--- src/rtl/sap1_controller.sv ---
// SAP-1 controller-sequencer: one-hot T1..T6 ring counter plus opcode decode into the control word.
// Controls are combinational from ring state and opcode; HLT freezes the ring at T4 until clear.
module sap1_controller #(
  parameter logic [3:0] OP_LDA = 4'b0000,
  parameter logic [3:0] OP_ADD = 4'b0001,
  parameter logic [3:0] OP_SUB = 4'b0010,
  parameter logic [3:0] OP_OUT = 4'b1110,
  parameter logic [3:0] OP_HLT = 4'b1111
) (
  input  logic       clk,
  input  logic       clear,
  input  logic [3:0] opcode,
  output logic [5:0] t_state,
  output logic       cp,
  output logic       ep,
  output logic       lm,
  output logic       ce,
  output logic       li,
  output logic       ei,
  output logic       la,
  output logic       ea,
  output logic       su,
  output logic       eu,
  output logic       lb,
  output logic       lo,
  output logic       halt
);

  localparam logic [5:0] T1 = 6'b000001;
  localparam logic [5:0] T2 = 6'b000010;
  localparam logic [5:0] T3 = 6'b000100;
  localparam logic [5:0] T4 = 6'b001000;
  localparam logic [5:0] T5 = 6'b010000;
  localparam logic [5:0] T6 = 6'b100000;

  // Raw vector rather than an enum so that upset, non-one-hot codes stay representable.
  logic [5:0] ring;
  logic       halt_q;
  logic       hlt_t4;

  assign t_state = ring;
  assign hlt_t4  = (ring == T4) && (opcode == OP_HLT);

  always_ff @(posedge clk or posedge clear) begin
    if (clear) begin
      ring   <= T1;
      halt_q <= 1'b0;
    end else if (halt_q) begin
      ring <= T4;
    end else begin
      case (ring)
        T1: ring <= T2;
        T2: ring <= T3;
        T3: ring <= T4;
        T4: begin
          if (opcode == OP_HLT) halt_q <= 1'b1;
          else                  ring   <= T5;
        end
        T5:      ring <= T6;
        T6:      ring <= T1;
        default: ring <= T1;
      endcase
    end
  end

  always_comb begin
    cp = 1'b0;
    ep = 1'b0;
    lm = 1'b0;
    ce = 1'b0;
    li = 1'b0;
    ei = 1'b0;
    la = 1'b0;
    ea = 1'b0;
    su = 1'b0;
    eu = 1'b0;
    lb = 1'b0;
    lo = 1'b0;
    halt = !clear && (halt_q || hlt_t4);
    // Illegal ring codes match no item, so no bus driver can ever be enabled by them.
    if (!clear && !halt_q) begin
      case (ring)
        T1: begin ep = 1'b1; lm = 1'b1; end
        T2: cp = 1'b1;
        T3: begin ce = 1'b1; li = 1'b1; end
        T4: begin
          case (opcode)
            OP_LDA, OP_ADD, OP_SUB: begin ei = 1'b1; lm = 1'b1; end
            OP_OUT:  begin ea = 1'b1; lo = 1'b1; end
            default: ;
          endcase
        end
        T5: begin
          case (opcode)
            OP_LDA:         begin ce = 1'b1; la = 1'b1; end
            OP_ADD, OP_SUB: begin ce = 1'b1; lb = 1'b1; end
            default: ;
          endcase
        end
        T6: begin
          case (opcode)
            OP_ADD:  begin eu = 1'b1; la = 1'b1; end
            OP_SUB:  begin su = 1'b1; eu = 1'b1; la = 1'b1; end
            default: ;
          endcase
        end
        default: ;
      endcase
    end
  end

endmodule
--- config.mk ---
export PLATFORM = sky130hd
export DESIGN_NAME = sap1_controller
export DESIGN_NICKNAME = d
export VERILOG_FILES = /design/src/rtl/sap1_controller.sv
export SDC_FILE = /design/constraint.sdc
export NUM_CORES = 1
export LEC_CHECK = 0
export CORE_MARGIN = 3
export CORE_UTILIZATION = 44
export DETAILED_ROUTE_END_ITERATION = 6
export HOLD_SLACK_MARGIN = 0.08
export PLACE_DENSITY = 0.83
export REMOVE_ABC_BUFFERS = 1
export SYNTH_ARGS = -nofsm -noshare
export SYNTH_HDL_FRONTEND = slang
export SYNTH_SLANG_ARGS = --single-unit
--- constraint.sdc ---
create_clock -name clk -period 3.07 [get_ports clk]
set_input_delay 0.921 -clock clk [delete_from_list [all_inputs] [get_ports clk]]
set_output_delay 0.921 -clock clk [all_outputs]
set_load 0.1 [all_outputs]
# Yosys cells after proc, flatten, opt, wreduce, memory -nomap -nowiden
# Cells that the tools add are included.
# Widths: inputs -> output; s select.
classes:
  n_eq_ne: 11
  n_mux: 33
  n_reduce_logical: 9
op_table:
  columns: ["operator", "count"]
  rows:
  - ["$pmux 6 s5", 1]
  - ["$mux 1", 27]
  - ["$mux 6", 2]
  - ["$eq 4x4->1 const B", 2]
  - ["$eq 6x1->1 const B", 1]
  - ["$eq 6x2->1 const B", 1]
  - ["$eq 6x3->1 const B", 1]
  - ["$eq 6x4->1 const B", 1]
  - ["$eq 6x5->1 const B", 1]
  - ["$eq 6x6->1 const B", 1]
  - ["$pmux 1 s2", 3]
  - ["$eq 4x1->1 const B", 1]
  - ["$eq 4x2->1 const B", 1]
  - ["$logic_not 4->1", 1]
  - ["$logic_and 1x1->1", 3]
  - ["$ne 3x3->1 const B", 1]
  - ["$reduce_or 3->1", 1]
  - ["$logic_not 1->1", 2]
  - ["$reduce_or 2->1", 1]
  - ["$logic_or 1x1->1", 1]
word_totals:
  ff_bits: 7
  output_inout_bits: 19
  elab_cells: 55

# Longest topological paths before layout
# Gate-level depths: netlist of run 1.
depth:
  ltp_word: 5
  depth_mapped: 5

# Worst setup path after synthesis of run 1
# OpenSTA, ideal clock, no wires.
synth_timing:
  path_type: "input-to-output"
  startpoint: "in clear"
  endpoint: "out su"
  arrival_ps: 4290
  path_slack_ps: -2141
  cell_stages: 4
  n_path_buf: 1
  cell_sequence: "clkbuf_1 > nor4_2 > inv_1 > nor4_1"
synth_via:
  elab_chain_len: 3
synth_lines:
  columns: ["element", "line", "text"]
  rows:
  - ["from (decl)", "11", "input logic clear,"]
  - ["$logic_not 1->1", "81", "if (!clear && !halt_q) begin"]
  - ["$logic_and 1x1->1", "81", null]
  - ["$mux 1", "81", null]
  - ["to (decl)", "22", "output logic su,"]
# Every way passes these cells.

# Worst setup path in the final report of run 1
layout_timing:
  startpoint: "in opcode[3]"
  endpoint: "out eu"
layout_via:
  elab_chain_len: 5
  word_cells_on_any_way: 6
  cone_classes: "2 x eq/ne; 3 x mux; 1 x reduce/logical"
layout_lines:
  columns: ["element", "line", "text"]
  rows:
  - ["from (decl)", "12", "input logic [3:0] opcode,"]
  - ["$eq 4x2->1 / $eq 4x1->1 (equally long branches)", "101", "case (opcode)"]
  - ["$reduce_or 2->1 (no line) *", null, null]
  - ["$mux 1 *", "101", null]
  - ["$mux 1 *", "82", "case (ring)"]
  - ["$mux 1 *", "81", null]
  - ["to (decl)", "23", "output logic eu,"]
# Every way passes the cells marked *; elsewhere a longest branch is shown, timed or not.

==> results.md, run 1 <==
- RD Place Congestion: 0.805
- Post-DRT Antenna Nets: 0
- Commonest cells after routing, fill and taps aside: buf_4, buf_12, nor2_1
- Commonest non-fill, non-tap cell in the layout: buf_4
- CP Cell Sequence: clkdlybuf4s15_1 -> nor4_4 -> buf_4 -> nand2_1 -> nor2_1 -> buf_12
- Fin Setup TNS: -0.0389 ns
- First-pass GRT wire length: 3170 um
- Hold WC Path Type: reg -> reg
- Ratio of cells with drive above 1 in the final layout: 0.526
- Clock Sinks: 7
- Register-to-Register Path Depth: 5
- Crit path DAT: 2.17 ns
- Pins Over Slew Limit: 0
- Residual DRC: 0
- Detailed placement HPWL: 1350 um
- Layout overhead on the synthesized area: 83.1%
- Yosys synthesis warning count: 0
- Slew @ Worst Pin: 0.476 ns
- Filler cells: 38
- Area leader, netlist: dfrtp_1
- Reg2reg start: t_state[4]
- #FFs+latches synth: 7
- Seq/Total Area, Yosys: 0.301
- Die X-Extent: 42.5 um
- Reg-to-Reg End: t_state[1]
- Min Tclk post-route: 3.09 ns
- Crit start category: input pin
- Crit Path Class: in -> out
- Fin nets: 104
- Largest net degree at the start of global routing: 11
- Cell area after synthesis: 586 um^2
- Total Routing Usage GR: 0.237
- Port buffer count: 24
- Final WL: 2180 um
- Number of global-route vias before repair: 686
- Final number of hold-violating endpoints: 0
- Leakage power: 0.442 nW
- Via count: 658
- Critical path fanouts, max: 2
- Failing checks: setup timing
- Final Util: 0.916
- Post-synthesis instance total: 65
- Count of final setup violators: 2
- Synth top area cells: dfrtp_1, nor4_4, nor2_1
- Placed Area: 987 um^2
- Final Cycle Share: 1.01
- Library cells used by synthesis: 32
- Initial antenna violation count: 0
- Worst-path clk slew: 0.06 ns
- Clk buf depth: 2
- Clock tree from TritonCTS: done
- Hold Crit Start: t_state[2]
- Yosys top cell area share: 0.256
- R2R Setup Slk: 1.46 ns
- CTS H-tree depth: 1
- 1st-pass router iterations: 4
- Maximum clock rate: 323 MHz
- Clock Skew: 0.00331 ns
- ANT cells: 0
- Initial drt markers: 15
- Grt total ovfl: 0
- Post-synthesis average cell area: 9.01 um^2
- Worst path slowest cell: nor4_4
- Worst setup slack after layout: -0.0212 ns
- Power density cells: 948 nW/um^2
- Crit path capture type: output port
- Core area: 1170 um^2
- Die area: 1800 um^2
- Clk root buf: clkbuf_4
- Peak VDD IR: 0.817 mV
- CTS Buf Count: 3
- Slew Limit Headroom: 0.683
- Worst hold slack: 0.753 ns
- I/O pin count: 25
- Drt wl/cell: 19.6 um
- Die height: 42.5 um
- Hold path cells: 1
- Initial Utilization: 0.500
- Hold EP: t_state[0]
- Max-Cap Viols: 0
- Outcome: finished with violations
- CTS Hold Buffers Added: 0
- Worst skew pair latency: 0.27 ns
- Row count: 12
- Final Cell Area: 1070 um^2
- CP peak stage delay: 0.30 ns
- Via density: 5.93
- CP required: 2.15 ns
## area by class of cell
class	count	area, um^2	area share
Tap cell	14	17.5	0.0163
Timing Repair Buffer	34	427	0.398
Sequential cell	7	176	0.165
Inverter	5	18.8	0.0175
Multi-Input combinational cell	47	407	0.379
Clock buffer	4	26.3	0.0245
## routing by layer
layer	global-route usage	vias up	routed length (um)
met5	0	-	0
met4	0.0870	0	27
met3	0.0730	4	154
met2	0.398	34	1170
met1	0.280	320	823
li1	-	300	-
## Yosys cell counts (all sizes together)
cell type	instances
nor2	11
dfrtp	6
inv	5
nand2	5
nor3	5
nor4	5
nand3b	4
buf	3
clkbuf	3
nand3	2
o32ai	2
xor2	2
a21oi	1
a221oi	1
a311oi	1
a41oi	1
and4	1
dfstp	1
nand4	1
nand4b	1
nor2b	1
nor3b	1
nor4b	1
o311a	1
## kinds of logic after synthesis
kind of cell    Yosys count  synth area share
xor+xnor                  2            0.0299
buf+inv                  11            0.0983
compound gates            7             0.137
flops                     7             0.301
simple gates             38             0.434
## where the power goes
| group | internal (mW) | leakage (nW) | switching (mW) | total [mW] |
|---|---|---|---|---|
| Clock | 0.0501 | 0.0150 | 0.0414 | 0.0915 |
| Sequential | 0.128 | 0.0914 | 0.0992 | 0.227 |
| Combinational | 0.227 | 0.336 | 0.470 | 0.698 |
| Total | 0.405 | 0.442 | 0.611 | 1.02 |
## worst max-delay path: cells and delay by family
family	cells	cell delay (ns)
buffers and inverters	3	0.60
AND/OR/NAND/NOR	3	0.63
## through the flow
stage,setup slack [ns],power [mW],std cells
floorplan,-2.13,0.681,59
global placement,-0.209,0.865,106
detailed placement,-0.310,0.881,106
CTS,0.0178,0.984,110
global route,-0.111,1.06,111
finish,-0.0212,1.02,111
## how the worst max path moves through the flow
stage | startpoint | to
detailed placement | opcode[3] | su
CTS | opcode[0] | ea
global placement | opcode[3] | su
global route | opcode[3] | eu
finish | opcode[3] | eu
floorplan | t_state[4] | su
## registers in the layout, summed over array words and instances (netlist names)
signal,count
halt_q,1
t_state,6
## timing repair
action,CTS,global route
pin swaps,3,4
endpoints found under the setup margin,10,8
cloned,0,0
buffers inserted,0,1
gates resized for setup,10,10
(Power assumes the default switching activity.)
==> run 2: changes to the inputs <==
--- a/config.mk
+++ b/config.mk
@@ -7,6 +7,7 @@
 export LEC_CHECK = 0
 export CORE_MARGIN = 3
 export CORE_UTILIZATION = 44
+export CTS_CLUSTER_DIAMETER = 50
 export DETAILED_ROUTE_END_ITERATION = 6
 export HOLD_SLACK_MARGIN = 0.08
 export PLACE_DENSITY = 0.83
==> results of run 2 <==
No change in the layout: final DEF, timing and power equal those of run 1.
==> run 3: changes to the inputs <==
--- a/config.mk
+++ b/config.mk
@@ -8,10 +8,10 @@
 export CORE_MARGIN = 3
 export CORE_UTILIZATION = 44
 export CTS_CLUSTER_DIAMETER = 50
+export CTS_CLUSTER_SIZE = 28
 export DETAILED_ROUTE_END_ITERATION = 6
 export HOLD_SLACK_MARGIN = 0.08
-export PLACE_DENSITY = 0.83
-export REMOVE_ABC_BUFFERS = 1
+export PLACE_DENSITY_LB_ADDON = 0.25
 export SYNTH_ARGS = -nofsm -noshare
 export SYNTH_HDL_FRONTEND = slang
 export SYNTH_SLANG_ARGS = --single-unit
==> run 3 against run 2 <==
Against the previous run:
- the flow now stops in clock tree synthesis
- synthesized area did not move
- synthesized cell count unchanged
==> results.md, run 3 <==
- Outcome: stopped before the end
- Failed at: clock tree synthesis
- Error message: [ERROR DPL-0033] detailed placement checks failed during check placement.
- Cell area after synthesis: 586 um^2 (unchanged)
- Post-synthesis average cell area: 9.01 um^2 (unchanged)
- CTS Hold Buffers Added: 0 (unchanged)
- Area leader, netlist: dfrtp_1
- Seq/Total Area, Yosys: 0.301 (unchanged)
- Yosys synthesis warning count: 0 (unchanged)
- Clk root buf: clkbuf_4
- Post-synthesis instance total: 65 (unchanged)
- CTS H-tree depth: 1 (unchanged)
- Syn_nets: 71
- Clk buf depth: 2 (unchanged)
- Yosys top cell area share: 0.256 (unchanged)
- Row count: 12 (unchanged)
- Clock Sinks: 7 (unchanged)
- Die X-Extent: 42.5 um (unchanged)
- Ys flop type: dfrtp_1
- CTS-repair resized insts: 15 (+5)
- I/O pin count: 25 (unchanged)
- #FFs+latches synth: 7 (unchanged)
- Placed Area: 1130 um^2 (+14%)
- Number of flops mapped to enable cells by yosys: 0 (unchanged)
- Post-CTS Setup Inserts: 0 (unchanged)
- RD Place Congestion: 0.835 (+3.8%)
- Port buffer count: 24 (unchanged)
- Share of flip-flops with an asynchronous set or reset: 1.00 (unchanged)
- Library cells used by synthesis: 32 (unchanged)
- Initial Utilization: 0.500 (unchanged)
- Most common cell in the synthesized netlist: nor2_1
- Die height: 42.5 um (unchanged)
- Detailed placement HPWL: 1810 um (+34%)
- Synth top cells by count: nor2_1, dfrtp_1, nand2_1, nor3_1, inv_1
- Placed insts: 104 (-1.9%)
- CTS Buf Count: 3 (unchanged)
- Synth top area cells: dfrtp_1, nor4_4, nor2_1
-- run 3: through the flow --
stage	setup WS, ns	hold slack (ns)	util
3_3_place_gp	-0.246	0.637	0.962
3_5_place_dp	-0.323	0.673	0.962
2_1_floorplan	-0.320	0.632	-
-- run 3: cell families after synthesis --
family,after synthesis,synth area share
simple gates,38,0.434
buf+inv,11,0.0983
compound gates,7,0.137
flops,7,0.301
xor+xnor,2,0.0299
==> run 4: changes to the inputs <==
==> config.mk (replaced) <==
export PLATFORM = sky130hd
export DESIGN_NAME = sap1_controller
export DESIGN_NICKNAME = d
export VERILOG_FILES = /design/src/rtl/sap1_controller.sv
export SDC_FILE = /design/constraint.sdc
export NUM_CORES = 1
export LEC_CHECK = 0
export CORE_AREA = 3 3 64 66
export DETAILED_ROUTE_END_ITERATION = 6
export DIE_AREA = 0 0 67 69
export PLACE_DENSITY_LB_ADDON = 0.15
export SYNTH_ARGS = -nofsm -noshare
export SYNTH_HDL_FRONTEND = slang
export SYNTH_SLANG_ARGS = --single-unit
==> run 4 against run 3 <==
Against the previous run:
- the flow now finishes without violations
==> results.md, run 4 (same netlist as run 1, synthesis figures left out) <==
- Slew Limit Headroom: 0.769
- Total Routing Usage GR: 0.0903
- Detailed placement HPWL: 1540 um (-15%)
- Clock tree from TritonCTS: done
- Number of global-route vias before repair: 671
- Final number of hold-violating endpoints: 0
- Clk root buf: clkbuf_8
- Crit start category: input pin
- Row count: 22 (+10)
- Residual DRC: 0
- Pins Over Slew Limit: 0
- Commonest non-fill, non-tap cell in the layout: buf_4
- Final Cycle Share: 0.972
- Crit path capture type: output port
- Number of flip-flops in the largest register: 6
- Crit Path Class: in -> out
- Clk buf depth: 2 (unchanged)
- CP required: 2.15 ns
- Slew @ Worst Pin: 0.344 ns
- Clock Skew: 0.00132 ns
- Final Cell Area: 1230 um^2
- Ratio of cells with drive above 1 in the final layout: 0.673
- Commonest cells after routing, fill and taps aside: buf_4, buf_12, nor2_1
- Maximum clock rate: 335 MHz
- Critical path fanouts, max: 7
- Via density: 4.21
- Grt total ovfl: 0
- Via count: 615
- Final Non-Filler Cells: 146
- 1st-pass router iterations: 2
- I/O pin count: 25 (unchanged)
- Min Tclk post-route: 2.98 ns
- Outcome: complete, no violations
- Initial Utilization: 0.161 (-0.339)
- Syn_nets: 71 (unchanged)
- Post-DRT Antenna Nets: 0
- Power density cells: 877 nW/um^2
- Peak VDD IR: 0.418 mV
- Largest net degree at the start of global routing: 11
- Count of final setup violators: 0
- Fin nets: 105
- RSZ-0062 raised after global routing: false
- Die X-Extent: 67 um (+58%)
- Drt wl/cell: 12.5 um
- ANT cells: 0
- Worst skew pair latency: 0.22 ns
- Placed insts: 140 (+35%)
- Placed Area: 1180 um^2 (+5.1%)
- Core area: 3630 um^2
- CTS Buf Count: 3 (unchanged)
- Initial drt markers: 11
- CTS Hold Buffers Added: 0 (unchanged)
- Leakage power: 0.453 nW
- Layout overhead on the synthesized area: 111%
- RD Place Congestion: 0.667 (-20%)
- Port buffer count: 24 (unchanged)
- First-pass GRT wire length: 3280 um
- Max-Cap Viols: 0
- Dpl ws: -0.265 ns (+0.0578 ns)
- Initial antenna violation count: 0
- Die area: 4620 um^2
- Clock Sinks: 7 (unchanged)
- Hold WC Path Type: reg -> reg
- Die height: 69 um (+62%)
- Final WL: 1820 um
- Worst setup slack after layout: 0.0860 ns
- Worst-path clk slew: 0.04 ns
- CTS H-tree depth: 1 (unchanged)
- Crit path DAT: 2.06 ns
## run 4: final cells by class
cell class	count	area [um^2]
Fill cell	386	2400
Multi-Input combinational cell	47	499
Timing Repair Buffer	35	427
Sequential cell	7	185
Tap cell	48	60.1
Clock buffer	4	45.0
Inverter	5	18.8
## run 4: power by group
group          leakage, nW  internal, mW  switching (mW)  total (mW)
sequential          0.0836         0.135          0.0819       0.217
combinational        0.347         0.237           0.503       0.741
clock               0.0228        0.0895          0.0356       0.125
total                0.453         0.462           0.621        1.08
## run 4: timing repair
action                                  in CTS  in global routing
endpoints found under the setup margin      10                  5
pin swaps                                    4                  2
setup buffers                                2                  0
resized for setup                            8                  5
## run 4: path summary, 6_finish.rpt
check,endpoint,startpoint,cells past startpoint,slack (ns)
max,la,opcode[0],5,0.09
min,t_state[0],t_state[2],1,0.67
max reg2reg,t_state[5],t_state[1],3,1.55
min reg2reg,t_state[0],t_state[2],1,0.67
max in group asynchronous,t_state[0],clear,3,1.96
min in group asynchronous,halt_q,clear,3,0.84
## run 4: metal layers
layer  GRT usage  routed length (um)  vias up
li1            -                   -      302
met1       0.119                 811      296
met2       0.148                 932       15
met3     0.00977                  55        2
met4      0.0338                  19        0
met5           0                   0        -
## run 4: critical path, stage by stage
cell             delay (ns)
clkdlybuf4s15_1        0.29
nor3b_2                0.24
a21oi_2                0.09
a311oi_4               0.31
buf_12                 0.21
## run 4: metrics by stage
step | hold WS, ns | util | total power [mW] | setup TNS, ns
2_1_floorplan | 0.632 | - | 0.783 | -0.598
3_3_place_gp | 0.653 | 0.326 | 0.964 | -1.88
3_5_place_dp | 0.663 | 0.326 | 0.963 | -1.98
4_1_cts | 0.671 | 0.342 | 1.10 | 0
5_1_grt | 0.691 | 0.340 | 1.15 | 0
6_report | 0.669 | 0.340 | 1.08 | 0
